**config.mk**
```make
export PLATFORM = sky130hd
export DESIGN_NAME = seq_timing_team1
export DESIGN_NICKNAME = d
export VERILOG_FILES = /design/src/rtl/seq_timing_pkg.sv /design/src/rtl/onehot_dec_team1.sv /design/src/rtl/seq_timing_team1.sv
export SDC_FILE = /design/constraint.sdc
export NUM_CORES = 1
export LEC_CHECK = 0
export CAP_MARGIN = 20
export CORE_MARGIN = 1.5
export CORE_UTILIZATION = 36
export CTS_CLUSTER_DIAMETER = 200
export CTS_CLUSTER_SIZE = 10
export DETAILED_ROUTE_END_ITERATION = 7
export PLACE_DENSITY = 0.92
export RECOVER_POWER = 25
export SLEW_MARGIN = 10
export SYNTH_ARGS = -nofsm -noshare
export SYNTH_HDL_FRONTEND = slang
export SYNTH_SLANG_ARGS = --single-unit
export TNS_END_PERCENT = 100
```
**constraint.sdc**
```tcl
create_clock -name clk -period 2.9 [get_ports clk]
set_input_delay 0.58 -clock clk [delete_from_list [all_inputs] [get_ports clk]]
set_output_delay 0.58 -clock clk [all_outputs]
set_load 0.01 [all_outputs]
```
**src/rtl/seq_timing_pkg.sv**
```systemverilog
// Shared constants and state encoding for the sequence/timing generator.
// Latency: n/a (declarations only).
// Backpressure: n/a.
//
// Holds default widths, the opcode field position within the instruction
// register, and the 2-bit controller state encoding (value 3 is illegal).
package seq_timing_pkg;

    localparam int SC_W_DEF  = 4;   // sequence counter width, T width = 2**SC_W
    localparam int OP_W_DEF  = 3;   // opcode field width, D width = 2**OP_W
    localparam int IR_W_DEF  = 16;  // instruction register width

    // Field positions for the default 16-bit instruction word
    localparam int I_BIT_IDX = 15;
    localparam int OP_MSB    = 14;

    typedef enum logic [1:0] {
        ST_IDLE = 2'd0,
        ST_RUN  = 2'd1,
        ST_HALT = 2'd2
    } state_e;

endpackage

```
**src/rtl/onehot_dec_team1.sv**
```systemverilog
// Binary to one-hot decoder with an enable that forces the output to zero.
// Latency: purely combinational, zero cycles.
// Backpressure: none; output follows inputs continuously.
//
// Ports:
//   sel_i    [N-1:0]     binary select
//   en_i                 when low, onehot_o is all zero
//   onehot_o [2**N-1:0]  one-hot of sel_i when enabled
module onehot_dec_team1 #(
    parameter int N = 4
) (
    input  logic [N-1:0]      sel_i,
    input  logic              en_i,
    output logic [2**N-1:0]   onehot_o
);

    always_comb begin
        onehot_o = '0;
        if (en_i) begin
            onehot_o[sel_i] = 1'b1;
        end
    end

endmodule

```
**src/rtl/seq_timing_team1.sv**
```systemverilog
// Timing (T) and opcode-decode (D) generator feeding per-register control logic.
// Latency: T/D are combinational from registered SC/opcode; decode captured at the T2 edge, D valid from T3.
// Backpressure: none; HLT parks the sequencer in HALT until START resumes it.
//
// Ports:
//   clk, RST_SC, CLR_GLOBAL  clock and two equivalent synchronous active-high resets
//   START, HLT, CLR_SC       sequencing controls (begin/resume, halt, end-of-instruction)
//   in_IR                    instruction register; I bit = MSB, opcode just below it
//   T, D, I_bit, out_SC      one-hot timing, one-hot opcode, latched I bit, counter value
//   RUN, ERR_SC              running status and sticky watchdog error
// Build option: define SC_WATCHDOG_EN to halt with a sticky ERR_SC when SC
// reaches its last value without a clear; otherwise SC wraps and ERR_SC is 0.
module seq_timing_team1
    import seq_timing_pkg::*;
#(
    parameter int SC_W = SC_W_DEF,
    parameter int OP_W = OP_W_DEF,
    parameter int IR_W = IR_W_DEF
) (
    input  logic                 clk,
    input  logic                 RST_SC,
    input  logic                 CLR_GLOBAL,
    input  logic                 START,
    input  logic                 HLT,
    input  logic                 CLR_SC,
    input  logic [IR_W-1:0]      in_IR,
    output logic [2**SC_W-1:0]   T,
    output logic [2**OP_W-1:0]   D,
    output logic                 I_bit,
    output logic [SC_W-1:0]      out_SC,
    output logic                 RUN,
    output logic                 ERR_SC
);

    state_e            state_q;
    logic [SC_W-1:0]   sc_q;
    logic [OP_W-1:0]   opcode_q;
    logic              d_valid_q;
    logic              i_bit_q;
    logic              rst;
    logic              decode_now;
    logic              wd_trip;

    // Low instruction bits (address/operand) are consumed by other logic.
    logic              unused_ir_bits;
    assign unused_ir_bits = ^in_IR[IR_W-OP_W-2:0];

    assign rst        = RST_SC | CLR_GLOBAL;
    assign decode_now = (state_q == ST_RUN) && (sc_q == SC_W'(2));

`ifdef SC_WATCHDOG_EN
    // Counter reached its last step with no clear: the instruction overran.
    assign wd_trip = (sc_q == '1);
`else
    assign wd_trip = 1'b0;
`endif

    always_ff @(posedge clk) begin
        if (rst) begin
            state_q   <= ST_IDLE;
            sc_q      <= '0;
            opcode_q  <= '0;
            d_valid_q <= 1'b0;
            i_bit_q   <= 1'b0;
        end else begin
            // Capture happens at the T2 edge even if HLT/CLR_SC end the
            // instruction on that same edge.
            if (decode_now) begin
                opcode_q  <= in_IR[IR_W-2 -: OP_W];
                i_bit_q   <= in_IR[IR_W-1];
                d_valid_q <= 1'b1;
            end
            case (state_q)
                ST_IDLE: begin
                    if (START) begin
                        state_q <= ST_RUN;
                        sc_q    <= '0;
                    end
                end
                ST_RUN: begin
                    if (HLT) begin
                        state_q <= ST_HALT;
                        sc_q    <= '0;
                    end else if (CLR_SC) begin
                        sc_q    <= '0;
                    end else if (wd_trip) begin
                        state_q <= ST_HALT;
                        sc_q    <= '0;
                    end else begin
                        sc_q    <= sc_q + 1'b1;   // natural wrap at the top
                    end
                end
                ST_HALT: begin
                    if (START) begin
                        state_q <= ST_RUN;
                        sc_q    <= '0;
                    end
                end
                default: begin
                    state_q <= ST_IDLE;
                    sc_q    <= '0;
                end
            endcase
        end
    end

`ifdef SC_WATCHDOG_EN
    logic err_q;

    // Sticky: only a reset clears it; resuming from HALT leaves it set.
    always_ff @(posedge clk) begin
        if (rst) begin
            err_q <= 1'b0;
        end else if (state_q == ST_RUN && !HLT && !CLR_SC && wd_trip) begin
            err_q <= 1'b1;
        end
    end

    assign ERR_SC = err_q;
`else
    assign ERR_SC = 1'b0;
`endif

    assign RUN    = (state_q == ST_RUN);
    assign out_SC = sc_q;
    assign I_bit  = i_bit_q;

    onehot_dec_team1 #(.N(SC_W)) u_t_dec (
        .sel_i    (sc_q),
        .en_i     (RUN),
        .onehot_o (T)
    );

    onehot_dec_team1 #(.N(OP_W)) u_d_dec (
        .sel_i    (opcode_q),
        .en_i     (d_valid_q),
        .onehot_o (D)
    );

endmodule

```
==> run summary, run 1 <==
After detailed routing, the number of remaining DRC violations is 0. The gate count after technology mapping is 100. Leaving out filler cells and counting taps, the final layout contains 162.

The final cycle utilization of the critical path came out at 92.0%. The setup slack of the worst register-to-register path is 1500 ps. The clock-pin slew reported for the worst setup and hold paths after clock tree synthesis came out at 70 ps. The deepest level of the CTS H-tree came out at 1. TritonCTS built the clock tree. The slowest stage of the critical path is the clkdlybuf4s50_1 cell. The number of distinct library cells after synthesis came out at 27. The required arrival time at the worst endpoint came out at 2320 ps. Across the VDD grid, the largest voltage drop is 0.263 mV. The mapped netlist covers 714 sq um. The floorplan step defined a core boundary enclosing 1800 sq um. STA classifies the critical path startpoint as a register.

Counting both buffers and inverters, the worst setup path holds a total of 1. Relative to the synthesized area, the layout overhead comes to 57.1%. The aggregate negative setup slack is 0 ps. The horizontal extent of the die came out at 47.6 microns.

The final number of hold-violating endpoints came out at 0. The clock reaches the later pin of the worst-skew pair after 270 ps. The wire length reported by the detailed router came out at 1850 microns. The die is 47.6 microns tall.

The number of hold-repair buffers added at the cts stage is 0. The sum of net half-perimeters after detailed placement is 1470 microns. The floorplan step defined a die boundary enclosing 2260 sq um.

Static timing analysis puts the maximum clock frequency at 0.375 GHz. The CTS buffer count came out at 3. The count of antenna-violating nets left after detailed routing came out at 0.

The library cell occupying the most area in the post-synthesis netlist is dfxtp_1. STA classifies the critical path endpoint as a primary output. Tracing the worst setup path back leads to its startpoint at state_q[0]. The deepest clock path buffer count came out at 2. The tree is rooted in a clkbuf_4.

By area the synthesized netlist is led by dfxtp_1, nor2_1, ha_1. In this run the biggest area consumer among cell types represents 30.8% of the synthesized area. In this run the cell area measured after placement is 1100 sq um. The number of violations of the max-capacitance limit is 0. 53 I/O pins were placed. By startpoint and endpoint, the worst setup path is classified as reg -> out. The total power is 297 uW. The total of cells resized after clock tree synthesis is 0.

Along the worst path, the maximum fanout reaches 8. The critical path goes through nor2b_1 -> nand2_1 -> nor3_1 -> clkdlybuf4s50_1. The routed length per placed instance came out at 11.4 microns. The standby leakage power is 0.000360 uW. The total global routing overflow is 0. The average via count per standard cell is 4.86.

The number of nets handed over by synthesis was 126. Global routing consumed, over all layers together, 18.5% of the routing resources. In the final design database the tool counted 164 nets. The via total after detailed routing is 788.

The site row count is 15. The largest net degree at the start of global routing came out at 12. The worst hold path startpoint is I_bit.

The worst min-delay path category is reg -> reg. The sequential element share of the synthesized area came out at 30.8%. Setup violations remaining at the end of the flow were counted as 0.

The time the final worst path needs with I/O delays and setup is 2670 ps. The delay of the slowest critical-path stage is 560 ps. The number of register bits inferred by synthesis is 11. The post-route clock skew is 2.42 ps.

The number of global-route vias before repair came out at 648. The count of pins over their slew limit was 0. On the critical path the largest part of the delay comes from simple AND/OR/NAND/NOR gates. The initial utilization of the core area, before any placement, comes to 39.7%. The initial antenna violation count was 0. The number of iterations in the first detailed-routing pass came out at 4. At the worst endpoint, the arrival time is 2090 ps. The first-pass GRT wire length is 2900 microns. The startpoint identified for the worst register-to-register timing path is out_SC[3]. In this run, placement finished with an instance count of 158.

The fraction of layout instances using a drive strength above 1 came out at 3.65%. The post-CTS setup repair buffer count is 0. The number of warning messages in the yosys log is 0. The count of input and output buffers is 39. The final weighted congestion in routability-driven placement is 0.810. The per-instance average area after synthesis is 7.14 sq um. Setup repair after global routing left no endpoint under its margin. The detailed router finished its first iteration with 21 violations. The antenna diode instance count is 0. In this run the power density over the cells is 264 nW/um^2. Hold timing on the final database bottoms out at a slack of 501 ps. The run finished with clean final reports. Summing all non-filler instances in the final layout gives an area of 1120 sq um.

The number of clock sinks seen by CTS is 11.
cells in the mapped netlist (all sizes together):
library cell	instances
or3	1
o21bai	1
xnor2	1
or2	1
clkbuf	1
ha	4
conb	1
o21ai	7
a21oi	8
xor2	1
nand3	5
nor2b	2
inv	4
nor4b	2
nand2	8
a22oi	1
nand2b	4
nor3	5
nor2	25
buf	5
or2b	1
or4b	1
dfxtp	11
stage by stage:
step | utilization [%] | worst slack [ps]
floorplan | - | 1090
global placement | 60.8 | 572
detailed placement | 60.8 | 532
CTS | 62.3 | 236
global route | 62.3 | 65.5
finish | 62.3 | 233
logic make-up (layout without fill, tap and decap cells):
group / after synthesis / in the layout / share of synthesized area (%)
simple gates: 55 / 55 / 38.9
xor+xnor: 2 / 2 / 2.45
buf+inv: 10 / 47 / 7.70
compound gates: 17 / 17 / 12.6
other cells: 1 / 1 / 0.525
fa+ha+maj: 4 / 4 / 7.01
flops: 11 / 11 / 30.8
worst min-delay path, delay by kind of cell (launching register included):
kind,cells,cell delay (ps)
compound gates,2,140
flops,1,320
registers in the layout, indices dropped and copies added, names as in the netlist:
name,count
I_bit,1
d_valid_q,1
opcode_q,3
out_SC,4
state_q,2
worst paths after layout:
| path | endpoint | cells past startpoint |
|---|---|---|
| max | T[3] | 4 |
| min | I_bit | 2 |
| max reg2reg | opcode_q[1] | 3 |
| min reg2reg | I_bit | 2 |
metal layers:
layer	track usage, %	up-vias	wire length [microns]
met5	0	-	0
met2	30.3	29	903
met1	23.1	349	809
met3	6.79	3	130
met4	4.86	0	10
li1	-	407	-
power by group:
part	total [uW]	internal (uW)	switching, uW
combinational	35.4	20.2	15.2
clock	107	53.4	53.4
sequential	154	152	2.17
total	297	226	70.7
layout by cell type, fill, tap and decap left out:
master / instances
a22oi_1: 1
xor2_1: 1
conb_1: 1
o21ai_0: 3
dfxtp_1: 11
inv_1: 4
ha_1: 4
nand2_1: 8
or4b_4: 1
clkdlybuf4s50_1: 38
nor4b_4: 1
clkbuf_1: 1
or3_1: 1
nor3_1: 5
clkbuf_4: 3
nor2b_1: 2
or2_0: 1
or2b_1: 1
nor4b_1: 1
o21ai_1: 4
nor2_1: 25
nand2b_1: 4
xnor2_1: 1
dlygate4sd3_1: 1
o21bai_1: 1
nand3_1: 5
a21oi_1: 8
layout make-up:
class / count / area [sq um]
fillers: 170 / 679
well taps: 25 / 31.3
flip-flops and latches: 11 / 220
repair buffers: 39 / 390
clock buffers: 4 / 26.3
inverters: 4 / 15.0
multi-input cells: 79 / 439
No activity file was read; power rests on OpenSTA's default activity.
==> run 2, diff against run 1 <==
--- a/config.mk
+++ b/config.mk
@@ -6,15 +6,16 @@
 export NUM_CORES = 1
 export LEC_CHECK = 0
 export CAP_MARGIN = 20
-export CORE_MARGIN = 1.5
+export CORE_MARGIN = 5
 export CORE_UTILIZATION = 36
 export CTS_CLUSTER_DIAMETER = 200
 export CTS_CLUSTER_SIZE = 10
 export DETAILED_ROUTE_END_ITERATION = 7
-export PLACE_DENSITY = 0.92
+export PLACE_DENSITY = 0.93
 export RECOVER_POWER = 25
 export SLEW_MARGIN = 10
 export SYNTH_ARGS = -nofsm -noshare
 export SYNTH_HDL_FRONTEND = slang
+export SYNTH_HIERARCHICAL = 1
 export SYNTH_SLANG_ARGS = --single-unit
 export TNS_END_PERCENT = 100
==> constraint.sdc (replaced) <==
create_clock -name clk -period 3.1 [get_ports clk]
set_input_delay 0.62 -clock clk [delete_from_list [all_inputs] [get_ports clk]]
set_output_delay 0.62 -clock clk [all_outputs]
set_load 0.01 [all_outputs]
==> run 2 against run 1 <==
  * Design area increased by 2.8%
  * Cell count decreased by 3.1%
  * Worst hold slack improved by 3.3 ps
  * Flip-flop and latch count unchanged
  * Critical path depth unchanged
  * Area after synthesis decreased by 1.1%
  * Global-route usage decreased by 1.6 points
  * Utilization decreased by 2.3 points
  * Combinational power decreased by 4%
  * Register-to-register slack improved by 150 ps
  * Critical endpoint is now T[0]
==> run summary, run 2 <==
The run finished with clean final reports. In this run, distinct cell masters in the synthesized netlist total 33. The library cell occupying the most area in the post-synthesis netlist is dfxtp_1. The count of placed standard cells including taps is 153. The worst path buffer plus inverter count came out at 1. In the final routed layout, each cell accounts on average for 13.2 microns.

The final setup violation count came out at 0. The post-route clock skew came out at 2.56 ps. Sorting the synthesized cells by area gives the leading types as dfxtp_1, nor2_1, a21oi_1.

In this run, the number of DRC markers left after iteration 0 of detailed routing was 10. The initial standard-cell utilization of the core is 36.8%. The deepest clock path buffer count came out at 2. Along the worst path, the maximum fanout reaches 7. After detailed routing, the met3 layer carries 238 microns of wire. Sequential cells were found to cover 31.2% of the synthesized design area. In the synthesized netlist, the cells that appear most often are nor2_1, dfxtp_1, a21oi_1. The final weighted congestion in routability-driven placement came out at 0.762. The total power is 273 uW.

The worst hold path stage count is 2. By area, the combinational part of the netlist is dominated by simple AND/OR/NAND/NOR gates. The die is 54.3 microns tall. The source-to-sink clock delay at the later pin of the worst-skew pair is 260 ps. The worst setup path is launched from a register.

The antenna diode instance count is 0. The floorplan step defined a core boundary enclosing 1920 sq um. STA puts the critical path data required time at 2480 ps. The number of global-route vias before repair was 846. The CTS buffer count came out at 3. The post-CTS setup repair buffer count came out at 0. The fill cell instance count of the final layout came out at 173.

IR analysis of the VDD net gives a maximum drop of 0.138 mV. The min-delay analysis places its worst path in the category reg -> reg. In this run the critical register-to-register path is launched from out_SC[0].

Across the run, the number of max-cap violations was 0. The most critical setup path has its startpoint at state_q[0]. The compound-gate portion of the synthesized area came out at 12.0%. Dividing the detail-routed via count by the number of cells gives 5.07. The dominant cell by count in the synthesized netlist is nor2_1. The delay of the slowest critical-path stage is 560 ps. The DRC violation count after routing is 0. CTS built an H-tree with a depth of 1. Once routing completed, OpenROAD measured the worst setup slack at 521 ps. The floorplan step set the die width to 54.3 microns.

The area of the die came out at 2950 sq um. The wire length reported by the detailed router came out at 2070 microns. The detailed router put a total of 796 microns of wire on met1. The portion of synthesized cell area occupied by the leading cell type came out at 31.2%. The setup path with the least slack is of type reg -> out. Clock tree synthesis found a total of 11 sinks.

The most used flip-flop cell after synthesis is dfxtp_1. The CTS tree is yes. After clock tree synthesis, the clock-pin slew on the worst setup and hold paths is 60 ps. The number of gates resized after CTS was 0. The post-layout net count is 155.

The number of nets in the synthesized netlist is 112. The area added between synthesis and finish came out at 63.2%. In this run the critical register-to-register path is captured at I_bit. The cell family contributing the most delay on the critical path is simple AND/OR/NAND/NOR gates.

Across every metal layer, demand over resource in global routing totals 16.9%. The final cycle utilization of the critical path came out at 83.2%. The commonest non-fill, non-tap cell in the layout is clkdlybuf4s50_1. The number of iterations in the first detailed-routing pass came out at 4. Global routing finished with a remaining overflow of 0.

The capturing element type of the critical path is a primary output. The cell area power density is 236 nW/um^2. For this run, asynchronously set or reset flops after synthesis account for 0%. The first-pass GRT wire length came out at 3620 microns. The post-placement setup slack came out at 815 ps. Walking the worst path, the cells encountered are nor2b_1 -> or3b_4 -> nor3_2 -> clkdlybuf4s50_1. The netlist area before placement is 707 sq um. The sum of net half-perimeters after detailed placement came out at 1670 microns. The count of pins over their slew limit is 0. STA puts the critical path data arrival time at 1960 ps. The final number of hold-violating endpoints is 0.

The initial antenna violation count is 0. The number of register bits inferred by synthesis is 11. The per-instance average area after synthesis came out at 8.03 sq um. The fraction of layout instances using a drive strength above 1 came out at 10.0%.

The cell with the largest stage delay on the worst path is clkdlybuf4s50_1. The time the final worst path needs with I/O delays and setup came out at 2580 ps. Setup repair after global routing left no endpoint under its margin. During I/O placement, the number of pins put on the boundary was 53.

In the layout the commonest cells are clkdlybuf4s50_1, nor2_1, dfxtp_1. The flip-flop count of the largest register after layout came out at 4. The site row count is 16. The synthesized-area fraction occupied by adder cells is 3.54%.

The area share of and/or/nand/nor cells after synthesis is 47.1%. The Yosys step of the flow raised 6 warnings. The destination of the worst hold path is I_bit.

The mux cell area share after synthesis came out at 0%. The worst hold path startpoint is I_bit. The maximum clock frequency is 0.388 GHz. The number of hold-repair buffers added at the cts stage came out at 0. The highest signal layer in the routed design is met4. Entering global routing, the biggest net connects 13 pins. The via total after detailed routing came out at 796. For flop-to-flop paths, the worst setup slack is 1650 ps.

In this run the tool buffered the top-level ports with 39 buffer cells. The number of flops mapped to enable cells by yosys came out at 0. The count of antenna-violating nets left after detailed routing is 0.

The gate count after technology mapping came out at 88. The worst reg2reg path depth came out at 5. In the final timing run, aggregate negative setup slack is 0 ps.

The synthesized-area fraction occupied by xor and xnor cells is 2.48%. For this design the static power due to leakage is 0.000391 uW. The met2 routed wirelength is 1030 microns. The final cell count without fillers is 157. The cell sitting at the root of the clock tree is a clkbuf_4.
[run 2: worst register-to-register path: cells and delay by family (launching register included)]
family	cells	cell delay [ps]
flops	1	550
buf+inv	2	270
compound gates	2	250
fa+ha+maj	1	300
[run 2: how the worst max path moves through the flow]
| stage | end | slack, ps | cells after the start |
|---|---|---|---|
| after floorplan | T[0] | 1080 | 3 |
| after global placement | T[0] | 810 | 4 |
| after detailed placement | T[0] | 810 | 4 |
| after CTS | T[0] | 490 | 4 |
| after global routing | T[12] | 400 | 5 |
| final | T[0] | 520 | 4 |
[run 2: final cells by class]
cell class                      instances  area [sq um]  area share, %
Inverter                                3          11.3          0.976
Multi-Input combinational cell         72           464           40.2
Tap cell                               27          33.8           2.93
Clock buffer                            4          26.3           2.28
Sequential cell                        11           220           19.1
Timing Repair Buffer                   40           398           34.5
[run 2: through the flow]
| stage | hold WS (ps) | cell area (sq um) | util, % |
|---|---|---|---|
| 6_report | 504 | 1150 | 60.0 |
| 3_5_place_dp | 504 | 1130 | 58.7 |
| 3_3_place_gp | 474 | 1130 | 58.7 |
| 4_1_cts | 513 | 1150 | 60.0 |
| 5_1_grt | 556 | 1150 | 60.0 |
| 2_1_floorplan | 503 | 707 | - |
[run 2: power by group]
| group | internal (uW) | total, uW | switching (uW) |
|---|---|---|---|
| sequential | 143 | 145 | 2.83 |
| clock | 49.7 | 93.1 | 43.3 |
| combinational | 19.7 | 34.0 | 14.3 |
[run 2: kinds of logic after synthesis]
family | after synthesis
flops | 11
other cells | 1
buf+inv | 5
fa+ha+maj | 2
simple gates | 51
compound gates | 16
xor+xnor | 2
[run 2: layer usage]
metal / track usage, % / vias to the layer above
met3: 7.08 / 2
li1: - / 401
met5: 0 / -
met4: 9.96 / 0
met1: 17.2 / 353
met2: 28.5 / 40
==> run 3, diff against run 2 <==
--- a/config.mk
+++ b/config.mk
@@ -7,11 +7,11 @@
 export LEC_CHECK = 0
 export CAP_MARGIN = 20
 export CORE_MARGIN = 5
-export CORE_UTILIZATION = 36
+export CORE_UTILIZATION = 30
 export CTS_CLUSTER_DIAMETER = 200
 export CTS_CLUSTER_SIZE = 10
 export DETAILED_ROUTE_END_ITERATION = 7
-export PLACE_DENSITY = 0.93
+export PLACE_DENSITY = 0.83
 export RECOVER_POWER = 25
 export SLEW_MARGIN = 10
 export SYNTH_ARGS = -nofsm -noshare
==> constraint.sdc (replaced) <==
create_clock -name clk -period 2.19 [get_ports clk]
set_input_delay 0.438 -clock clk [delete_from_list [all_inputs] [get_ports clk]]
set_output_delay 0.438 -clock clk [all_outputs]
set_load 0.01 [all_outputs]
==> run 3 against run 2 <==
  * Clock power is 43% higher
  * Non-clock buffer count is 3 higher
  * Setup slack worse by 370 ps
  * Critical path type unchanged
  * Largest power group unchanged
  * Highest routed layer is now met3
==> run summary, run 3 (synthesis gave the netlist of run 2 again) <==
Clock latency on the worst-skew pair, taken at its later pin, is 260 ps. The cell area power density is 333 nW/um^2. The data arrival time of the worst path is 1600 ps. The initial antenna violation count is 0. The number of clock sinks seen by CTS came out at 11.

The deepest level of the CTS H-tree came out at 1. The amount of wire on met3 after detailed routing is 253 microns. Entering global routing, the biggest net connects 12 pins.

TritonCTS built the clock tree. The area added between synthesis and finish came out at 64.6%. The final number of hold-violating endpoints came out at 0. The number of hold-repair buffers added at the cts stage is 0.

In the final routed layout, each cell accounts on average for 12.4 microns. The critical path is of the reg -> out type. The highest metal layer carrying signal wires in the routed design is met3.

The slack of the critical path came out at 154 ps. The via total after detailed routing is 805. The total global routing overflow is 0.

The floorplan die height came out at 58.5 microns. The flip-flop count of the largest register after layout came out at 4. The peak ir drop on the vdd network came out at 0.176 mV. The number of global-route vias before repair is 814. The violation count after the first detailed-routing iteration is 10. After legalization and detailed placement, the total HPWL measured 1600 microns. The worst setup path is captured at a primary output. The net count of the finished layout is 158.

The worst min-delay path category is reg -> reg. The cell area after layout is 1160 sq um. The finished layout holds 161 standard cells, fillers aside. Setup repair after global routing left no endpoint under its margin.

The core footprint came out at 2230 sq um. The average via count per standard cell came out at 5.00. The area of the die came out at 3430 sq um. The final weighted congestion in routability-driven placement is 0.800. The number of violations of the max-capacitance limit is 0. Cells with a size suffix above 1 make up 12.8% of the layout.

The total routed wire length on the met1 layer came out at 875 microns. The aggregate negative setup slack is 0 ps. Of all nets on the critical path, the largest fanout is 6.

The initial standard-cell utilization of the core is 31.7%. For this run, the detailed router's first-pass iteration total came to 4. The post-placement setup slack is 166 ps.

Setup violations remaining at the end of the flow were counted as 0. The horizontal extent of the die came out at 58.5 microns. TritonCTS created 3 clock buffers. The antenna diode instance count is 0. The count of pins over their slew limit was 0. After detailed routing, the total wire length is 2000 microns. The run finished with clean final reports. The clock tree root buffer cell is clkbuf_4. The required arrival time at the worst endpoint is 1750 ps. The clock-pin slew reported for the worst setup and hold paths after clock tree synthesis came out at 70 ps. The standby leakage power came out at 0.000497 uW. The post-placement cell area came out at 1140 sq um.

The count of input and output buffers is 39. The first-pass GRT wire length is 3390 microns. The count of antenna-violating nets left after detailed routing is 0. The critical path launch point type is a register. The count of placed standard cells including taps is 156. For this design the top-level I/O count stands at 53. The overall track demand over capacity in global routing is 12.5%.

The final cycle utilization of the critical path came out at 93.0%. After detailed routing, the number of remaining DRC violations is 0. The deepest clock path buffer count is 2. The maximum clock frequency is 0.491 GHz. Leaving out fill and tap cells, the most frequent cell in the layout is clkdlybuf4s50_1.

The met2 routed wirelength came out at 868 microns. The time the final worst path needs with I/O delays and setup came out at 2040 ps. The post-route clock skew came out at 1.72 ps. The site row count came out at 17. Total power for the finished layout comes to 388 uW. The library cells used most frequently in the layout, excluding fill and tap cells, are clkdlybuf4s50_1, nor2_1, dlygate4sd2_1.
==> run 3: stage by stage <==
stage / hold WS [ps] / utilization (%)
3_3_place_gp: 472 / 51.2
6_report: 499 / 52.1
2_1_floorplan: 503 / -
5_1_grt: 519 / 52.1
3_5_place_dp: 490 / 51.2
4_1_cts: 504 / 52.0
==> run 3: power breakdown <==
group	leakage, uW	switching [uW]	internal [uW]
Sequential	0.0000888	2.89	202
Combinational	0.000393	21.3	29.0
Clock	0.0000150	62.5	70.4
==> run 3: cell type report <==
cell class	instances	area, sq um
inverter	3	11.3
timing repair buffer	43	404
tap	28	35.0
clock buffer	4	26.3
sequential	11	220
multi-input combinational	72	467
fill	219	1070
==> run 3: path summary, 6_finish.rpt <==
path / startpoint / endpoint / slack, ps / depth (start not counted)
max: state_q[1] / T[8] / 150 / 6
min: I_bit / I_bit / 500 / 2
max reg2reg: out_SC[0] / opcode_q[0] / 750 / 5
min reg2reg: I_bit / I_bit / 500 / 2
==> run 3: worst max-delay path: stages (launching register included) <==
cell	delay [ps]
dfxtp_1	360
nor2b_2	150
buf_4	150
nand3b_1	100
buf_4	170
nor3_1	120
dlygate4sd2_1	290
==> run 3: per-layer routing <==
layer,global-route usage [%],up-vias
met5,0,-
met4,5.96,0
met3,5.92,0
met2,20.7,36
met1,13.4,362
li1,-,407
==> run 3: timing repair <==
| item | 4_1_cts | 5_1_grt |
|---|---|---|
| resized for setup | 16 | 1 |
| setup endpoints to repair | 16 | 1 |
| buffers inserted | 1 | 0 |
| gates cloned | 0 | 0 |
